==> src/rtl/lcd_char_queue.sv <==
// -----------------------------------------------------------------------------
// lcd_char_queue
//
// Feeds the LCD1602 character driver from a small memory-mapped slave.
// Characters and commands are written through the slave and queued in a FIFO.
// The queue presents them one at a time on a valid/ready port. After each
// handshake there is a minimum gap, so the panel is never sent bytes faster
// than it can accept them.
//
// Optional feature macro: LCD_CLEAR_HOLDOFF_EN
//   When this macro is defined, a handshake of a clear (0x01) or return-home
//   (0x02) command uses a longer holdoff of LONG_HOLDOFF cycles instead of
//   GAP_CYCLES.
//
// Ports
//   clk        system clock, all logic on the rising edge
//   reset      synchronous reset, active-high
//   address    0 = push data (rs=1), 1 = push command (rs=0),
//              2 = status,           3 = control
//   write      single-cycle write strobe
//   writedata  write payload
//   read       read strobe
//   readdata   registered read data, valid one cycle after the read strobe
//   out_valid  an entry is presented to the LCD driver
//   out_ready  the LCD driver accepts the entry
//   out_rs     register select of the presented entry (1 = char, 0 = command)
//   out_data   byte of the presented entry
//   overflow   sticky flag, set when a push is attempted while the FIFO is full
// -----------------------------------------------------------------------------
module lcd_char_queue #(
    parameter int DEPTH        = 16,
    parameter int AW           = 4,
    parameter int GAP_CYCLES   = 2000,
    parameter int LONG_HOLDOFF = 82000
) (
    input  logic       clk,
    input  logic       reset,
    input  logic [1:0] address,
    input  logic       write,
    input  logic [7:0] writedata,
    input  logic       read,
    output logic [7:0] readdata,
    output logic       out_valid,
    input  logic       out_ready,
    output logic       out_rs,
    output logic [7:0] out_data,
    output logic       overflow
);

    // The gap counter is sized for the larger holdoff. Both builds then share
    // one counter width.
    localparam int HOLD_MAX = (GAP_CYCLES > LONG_HOLDOFF) ? GAP_CYCLES : LONG_HOLDOFF;
    localparam int GW       = (HOLD_MAX > 1) ? $clog2(HOLD_MAX) : 1;

    typedef enum logic [1:0] {
        IDLE,
        PRESENT,
        GAP
    } state_t;

    state_t          state;
    logic [8:0]      mem [DEPTH];
    logic [AW-1:0]   wr_ptr;
    logic [AW-1:0]   rd_ptr;
    logic [AW:0]     count;
    logic [GW-1:0]   gap;
    logic [GW-1:0]   reload;
    logic [8:0]      head;
    logic [4:0]      count_disp;
    logic            full;
    logic            empty;
    logic            push_req;
    logic            push_ok;
    logic            pop;
    logic            flush;
    logic            ctrl_wr;

    assign full     = (count == (AW+1)'(DEPTH));
    assign empty    = (count == '0);
    assign head     = mem[rd_ptr];
    assign ctrl_wr  = write && (address == 2'd3);
    assign flush    = ctrl_wr && writedata[0];
    assign push_req = write && (address == 2'd0 || address == 2'd1);

    // Flush outranks everything else. A pushed byte is discarded, and a
    // handshake in the same cycle does not pop.
    // When the FIFO is full, a simultaneous pop frees the slot for the push.
    assign pop     = (state == PRESENT) && out_ready && !flush;
    assign push_ok = push_req && !flush && (!full || pop);

`ifdef LCD_CLEAR_HOLDOFF_EN
    logic long_hold;
    // The registered out_rs/out_data hold the entry that is handshaking now.
    assign long_hold = !out_rs && (out_data == 8'h01 || out_data == 8'h02);
    assign reload    = long_hold ? GW'(LONG_HOLDOFF - 1) : GW'(GAP_CYCLES - 1);
`else
    assign reload    = GW'(GAP_CYCLES - 1);
`endif

    // NOTE: every variable assigned in always_comb gets a value on all paths,
    // otherwise a latch is inferred.
    always_comb begin
        count_disp = 5'(count);
        if (32'(count) > 32'd31) begin
            count_disp = 5'd31;
        end
    end

    // NOTE: the storage array has no reset. Its contents are meaningless until
    // the pointers say otherwise, and resetting a RAM stops it mapping to
    // memory macros.
    always_ff @(posedge clk) begin
        if (push_ok) begin
            mem[wr_ptr] <= {(address == 2'd0), writedata};
        end
    end

    // NOTE: sequential state uses non-blocking assignments only, so every flop
    // samples pre-edge values regardless of statement order.
    always_ff @(posedge clk) begin
        if (reset) begin
            wr_ptr   <= '0;
            rd_ptr   <= '0;
            count    <= '0;
            overflow <= 1'b0;
        end else begin
            if (flush) begin
                wr_ptr <= '0;
                rd_ptr <= '0;
                count  <= '0;
            end else begin
                if (push_ok) begin
                    wr_ptr <= wr_ptr + AW'(1);
                end
                if (pop) begin
                    rd_ptr <= rd_ptr + AW'(1);
                end
                if (push_ok && !pop) begin
                    count <= count + (AW+1)'(1);
                end else if (pop && !push_ok) begin
                    count <= count - (AW+1)'(1);
                end
            end

            if (push_req && !flush && full && !pop) begin
                overflow <= 1'b1;
            end else if (ctrl_wr && writedata[1]) begin
                overflow <= 1'b0;
            end
        end
    end

    // Output sequencer. When the gap expires and an entry is waiting, it is
    // presented directly. The next valid therefore follows a handshake by
    // exactly GAP_CYCLES+1 cycles.
    always_ff @(posedge clk) begin
        if (reset) begin
            state     <= IDLE;
            gap       <= '0;
            out_valid <= 1'b0;
            out_rs    <= 1'b0;
            out_data  <= 8'h00;
        end else begin
            unique case (state)
                IDLE: begin
                    if (!empty && !flush) begin
                        out_rs    <= head[8];
                        out_data  <= head[7:0];
                        out_valid <= 1'b1;
                        state     <= PRESENT;
                    end
                end
                PRESENT: begin
                    if (flush) begin
                        out_valid <= 1'b0;
                        state     <= IDLE;
                    end else if (out_ready) begin
                        out_valid <= 1'b0;
                        gap       <= reload;
                        state     <= GAP;
                    end
                end
                GAP: begin
                    if (gap != '0) begin
                        gap <= gap - GW'(1);
                    end else if (!empty && !flush) begin
                        out_rs    <= head[8];
                        out_data  <= head[7:0];
                        out_valid <= 1'b1;
                        state     <= PRESENT;
                    end else begin
                        state <= IDLE;
                    end
                end
                default: state <= IDLE;
            endcase
        end
    end

    always_ff @(posedge clk) begin
        if (reset) begin
            readdata <= 8'h00;
        end else if (read) begin
            unique case (address)
                2'd2:    readdata <= {full, empty, 1'b0, count_disp};
                2'd3:    readdata <= {7'b0, overflow};
                default: readdata <= 8'h00;
            endcase
        end
    end

endmodule

==> config.mk <==
export PLATFORM = sky130hd
export DESIGN_NAME = lcd_char_queue
export DESIGN_NICKNAME = d
export VERILOG_FILES = /design/src/rtl/lcd_char_queue.sv
export SDC_FILE = /design/constraint.sdc
export NUM_CORES = 1
export LEC_CHECK = 0
export CORE_AREA = 2 2 151 227
export CTS_CLUSTER_DIAMETER = 80
export DETAILED_ROUTE_END_ITERATION = 8
export DIE_AREA = 0 0 153 229
export PLACE_DENSITY = 0.36
export SYNTH_ARGS = -nofsm -noshare
export SYNTH_HDL_FRONTEND = slang
export SYNTH_SLANG_ARGS = --single-unit
==> constraint.sdc <==
create_clock -name clk -period 4.92 [get_ports clk]
set_input_delay 0.984 -clock clk [delete_from_list [all_inputs] [get_ports clk]]
set_output_delay 0.984 -clock clk [all_outputs]
set_load 0.1 [all_outputs]
==> impl_metrics.json, run 1 <==
{
  "status": "finished, final reports clean",
  "multiInputGateArea_um2": 2540,
  "die_w_um": 153,
  "gp_congestion": 0.753,
  "portBuffers": 32,
  "clock-root-buffer": "clkbuf_16",
  "io_pins": 34,
  "synthCells": 555,
  "nFillCells": 3303,
  "drt_iter0_drc": 199,
  "netlist.area_leader.share": 0.531,
  "cap_violations": 0,
  "ys_ff_latch": 198,
  "synth.most_common_cell": "edfxtp_1",
  "hold_violations": 0,
  "syn-cell-area_um2": 8140,
  "synth_warnings": 0,
  "vias": 4713,
  "drt-vias-per-instance": 4.55,
  "worstPathCellList": "clkdlybuf4s50_1 > and4_1 > o211ai_1 > and2_1 > ha_1 > inv_1 > fa_1 > a21o_1 > a21oi_1 > xnor2_1 > or3_1 > a21oi_1",
  "holdCritStartpoint": "readdata[0]",
  "ys_types": 62,
  "row_count": 82,
  "crit_arrival_ps": 4030,
  "wl_per_cell_um": 19.0,
  "yosys-top-cells-area": "edfxtp_1, dfxtp_1, mux4_2",
  "internal_power_w": 0.00300,
  "setup_violations": 0,
  "synth_top_cell_by_area": "edfxtp_1",
  "p_leak_nw": 3.03,
  "r2r-start": "count[1]",
  "slew_violations": 0,
  "holdPathStages": 2,
  "syn_nets": 581,
  "drtPass1Iterations": 4,
  "power_w": 0.00453,
  "worst_setup_path_end_kind": "flip-flop",
  "cts_tree": "built",
  "finalCritPeriodShare": 0.743,
  "grtUsageTotal": 0.116,
  "critical-path-slowest-cell": "clkdlybuf4s50_1",
  "critPathLaunchType": "input port",
  "seq_area_frac_synth": 0.664,
  "r2r_slack_ps": 1650,
  "clock_latency_ps": 450,
  "core_um2": 33100,
  "synth_ff_type": "edfxtp_1",
  "maxSlewHeadroom": 0.314,
  "cts_max_level": 4,
  "tightest_slew_ps": 1030,
  "ir_drop_v": 0.000323,
  "hpwl_mm": 14.0,
  "r2r_cells": 11,
  "clock_skew_ps": 12.6,
  "fmax_mhz": 274,
  "antenna_found_initial": 0,
  "ys_async_sr_fraction": 0,
  "rsz0062_at_grt": "false",
  "cts_buffers": 17,
  "drc_errors": 0,
  "post_cts_resized": 0,
  "grt-ovfl-total": 0,
  "regArea_um2": 5410,
  "synthTopCellsByCount": "edfxtp_1, dfxtp_1, nor2_1",
  "clockBufferDepth": 2,
  "p_comb_frac": 0.249,
  "totalWireLength_mm": 19.7,
  "r2r_end": "count[4]",
  "setup-tns-final_ps": 0,
  "power.density_nw_per_um2": 474,
  "path_class": "input port to flip-flop",
  "grt_pass1_wl_mm": 30.2,
  "setup.worst_path.start": "address[1]",
  "switching_power_w": 0.00153,
  "drive_gt1_frac": 0.153,
  "path_clk_slew_ps": 80,
  "cp.required_ps": 5290,
  "start_util": 0.246,
  "num-nets-final": 629,
  "p_seq_frac": 0.449,
  "n_antenna_cell": 0,
  "period_minus_slack_ps": 3650,
  "hp-class": "flip-flop to flip-flop",
  "cpPeakStageDelay_ps": 500,
  "switching_share": 0.337,
  "die-area_um2": 35000,
  "cts.sinks": 198,
  "ant_nets": 0,
  "critPathMaxFanout": 7,
  "grt_pass1_vias": 4834,
  "ctsHoldBuffers": 0,
  "cp_common_cell": "a21oi_1",
  "pwr-share-clk": 0.302,
  "layout-area-overhead-vs-synth_pct": 17.5,
  "post-cts-setup-buffer-count": 0,
  "holdPathEnd": "readdata[0]",
  "synth-edff-count": 144,
  "die_y_um": 229,
  "avgSynthCellArea_um2": 14.7,
  "grt_max_degree": 30
}
==> critical path: cells and delay by family <==
family	cells	cell delay, ps
simple gates	3	890
compound gates	4	790
fa+ha+maj	2	650
buf+inv	2	610
xor+xnor	1	100
==> logic make-up (layout without fill, tap and decap cells) <==
| kind of cell | count (synthesis) | after routing | synth area share |
|---|---|---|---|
| buf+inv | 35 | 96 | 0.0238 |
| other cells | 1 | 1 | 0.000461 |
| simple gates | 145 | 145 | 0.0916 |
| flops | 198 | 198 | 0.664 |
| xor+xnor | 17 | 17 | 0.0183 |
| compound gates | 90 | 90 | 0.0833 |
| mux | 58 | 58 | 0.101 |
| fa+ha+maj | 11 | 11 | 0.0178 |
==> placed cells by master (no fill, tap or decap), types with 11 or more instances in the layout <==
master	n
a21oi_1	18
buf_4	22
clkbuf_16	17
clkdlybuf4s50_1	32
dfxtp_1	52
edfxtp_1	144
mux2_2	11
mux2i_1	29
mux4_2	18
nand2_1	22
nand2b_1	11
nor2_1	51
==> layout make-up <==
class	instances	share of cell area
Multi-Input combinational cell	322	0.266
Clock buffer	17	0.0445
Timing Repair Buffer	54	0.0507
Tap cell	420	0.0549
Sequential cell	198	0.565
Inverter	10	0.00392
Clock inverter	15	0.0152
==> flip-flops by register name, indices dropped and copies added (netlist names), named ones only <==
register / flops
out_data: 8
wr_ptr: 4
state: 2
rd_ptr: 4
count: 5
overflow: 1
mem: 144
readdata: 7
out_valid: 1
gap: 17
out_rs: 1
==> worst max path at each step <==
stage               end  slack (ps)
2_1_floorplan  count[4]        1630
3_3_place_gp   count[4]         760
3_5_place_dp   count[4]         750
4_1_cts        count[4]        1240
5_1_grt        count[4]        1040
6_report       count[4]        1270
==> layer usage <==
layer  track usage  part of all wire  wire length (µm)
met5             0                 0                 0
met4        0.0365             0.014               269
met3        0.0265             0.021               414
met2         0.210              0.54             10700
met1         0.135              0.42              8330
==> power by group through the flow <==
| stage | clock network [W] | registers, W | logic, W |
|---|---|---|---|
| after CTS | 0.00141 | 0.00204 | 0.00115 |
| after global routing | 0.00147 | 0.00206 | 0.00123 |
| after floorplan | 0 | 0.00227 | 0.000664 |
| final | 0.00137 | 0.00203 | 0.00113 |
| after detailed placement | 0 | 0.00207 | 0.00114 |
| after global placement | 0 | 0.00207 | 0.00114 |
==> stage by stage <==
stage	hold slack, ps	area (µm²)	instances	worst slack (ps)	utilization
floorplan	457	8140	555	1630	-
global placement	461	9000	1004	757	0.272
detailed placement	462	9000	1004	750	0.272
CTS	484	9570	1036	1240	0.289
global route	497	9570	1036	1040	0.289
finish	475	9570	1036	1270	0.289
Power figures use the tool's default switching activity.
==> run 2: changes to the inputs <==
- clock period: 4.92 -> 3.5 ns (I/O delays scaled with it)
==> impl_metrics.json, run 2 (same netlist as run 1, synthesis figures left out) <==
{
  "worst_setup_path_end_kind": "flip-flop",
  "crit_arrival_ps": 3370,
  "met2_usage": 0.218,
  "grtUsageTotal": 0.118,
  "critPathLaunchType": "input port",
  "period_minus_slack_ps": 2990,
  "reg.largest.list": "mem x144, gap x17, out_data x8",
  "drt_iter0_drc": 262,
  "die_w_um": 153,
  "multiInputGateArea_um2": 2540,
  "grt-ovfl-total": 0,
  "cp.required_ps": 3880,
  "cap_violations": 0,
  "cts_buffers": 17,
  "rsz0062_at_grt": "false",
  "path_class": "input port to flip-flop",
  "antenna_found_initial": 0,
  "gp_congestion": 0.782,
  "cts_max_level": 4,
  "tightest_slew_ps": 1010,
  "cts_tree": "built",
  "wl_per_cell_um": 18.9,
  "status": "finished, final reports clean",
  "regArea_um2": 5410,
  "clock_latency_ps": 440,
  "cts.sinks": 198,
  "largest_register_ff_count": 144,
  "path_clk_slew_ps": 80,
  "clock-root-buffer": "clkbuf_16",
  "layout-area-overhead-vs-synth_pct": 19.2,
  "vias": 4732,
  "die_y_um": 229,
  "utilization": 0.293,
  "row_count": 82,
  "die-area_um2": 35000,
  "hold_ws_ps": 473,
  "start_util": 0.246,
  "mostFrequentLayoutCells": "edfxtp_1, dfxtp_1, nor2_1",
  "grt_max_degree": 39,
  "met1_usage": 0.136,
  "num-nets-final": 647,
  "power.density_nw_per_um2": 660,
  "grt_pass1_vias": 5013,
  "post_cts_resized": 0,
  "drc_errors": 0,
  "dp_slack_ps": -10.8,
  "setup-tns-final_ps": 0,
  "hpwl_mm": 13.9,
  "drt-vias-per-instance": 4.49,
  "n_antenna_cell": 0,
  "clockBufferDepth": 2,
  "ctsHoldBuffers": 0,
  "use_met3": 0.0221,
  "ir_drop_v": 0.000347,
  "grt_pass1_wl_mm": 30.6,
  "p_leak_nw": 3.14,
  "post-cts-setup-buffer-count": 0,
  "clock_skew_ps": 12.6,
  "hp-class": "flip-flop to flip-flop",
  "layout_setup_ws_ps": 505,
  "setup_violations": 0,
  "slew_violations": 0,
  "ant_nets": 0,
  "fmax_mhz": 334,
  "largest-register": "mem",
  "drive_gt1_frac": 0.178,
  "portBuffers": 32,
  "nFillCells": 3338,
  "io_pins": 34,
  "busiest_layer": "met2",
  "finalCritPeriodShare": 0.856,
  "layout_commonest_cell": "edfxtp_1",
  "totalWireLength_mm": 19.9,
  "critPathMaxFanout": 3,
  "core_um2": 33100,
  "hold_violations": 0,
  "drtPass1Iterations": 4,
  "maxSlewHeadroom": 0.324
}
run 2: where the power goes:
part           switching [W]  internal (W)
logic                0.00105      0.000588
registers           0.000178       0.00267
clock network       0.000957      0.000957
run 2: path summary, 6_finish.rpt:
path | start | to | slack, ps | cells after the start
setup / recovery | writedata[0] | count[4] | 510 | 12
hold / removal | readdata[6] | readdata[6] | 470 | 2
setup reg to reg | count[1] | count[4] | 730 | 12
hold reg to reg | readdata[6] | readdata[6] | 470 | 2
run 2: critical path, cell delays in order:
cell and delay, ps:
clkdlybuf4s50_1 480, and4_1 250, o211ai_1 200, and2_1 190
ha_1 180, inv_1 80, fa_1 390, a21o_1 190
a21oi_1 170, xnor2_1 90, or3_1 300, a21oi_1 140
run 2: final cells by class:
class	count	share of cell area
clock buffer	17	0.0438
clock inverter	15	0.0151
inverter	10	0.00387
multi-input combinational	322	0.262
sequential	198	0.557
tap	420	0.0542
timing repair buffer	72	0.0637
run 2: metrics by stage:
stage	cell area, µm²	total power [W]	instances
after floorplan	8140	0.00413	555
final	9700	0.00640	1054
after global routing	9700	0.00671	1054
after CTS	9700	0.00649	1054
after detailed placement	9130	0.00455	1022
after global placement	9130	0.00453	1022
run 2: metal layers:
metal / share of wire / vias up
met3: 0.024 / 19
met5: 0 / -
met1: 0.42 / 2376
met4: 0.014 / 0
li1: - / 2273
met2: 0.54 / 64
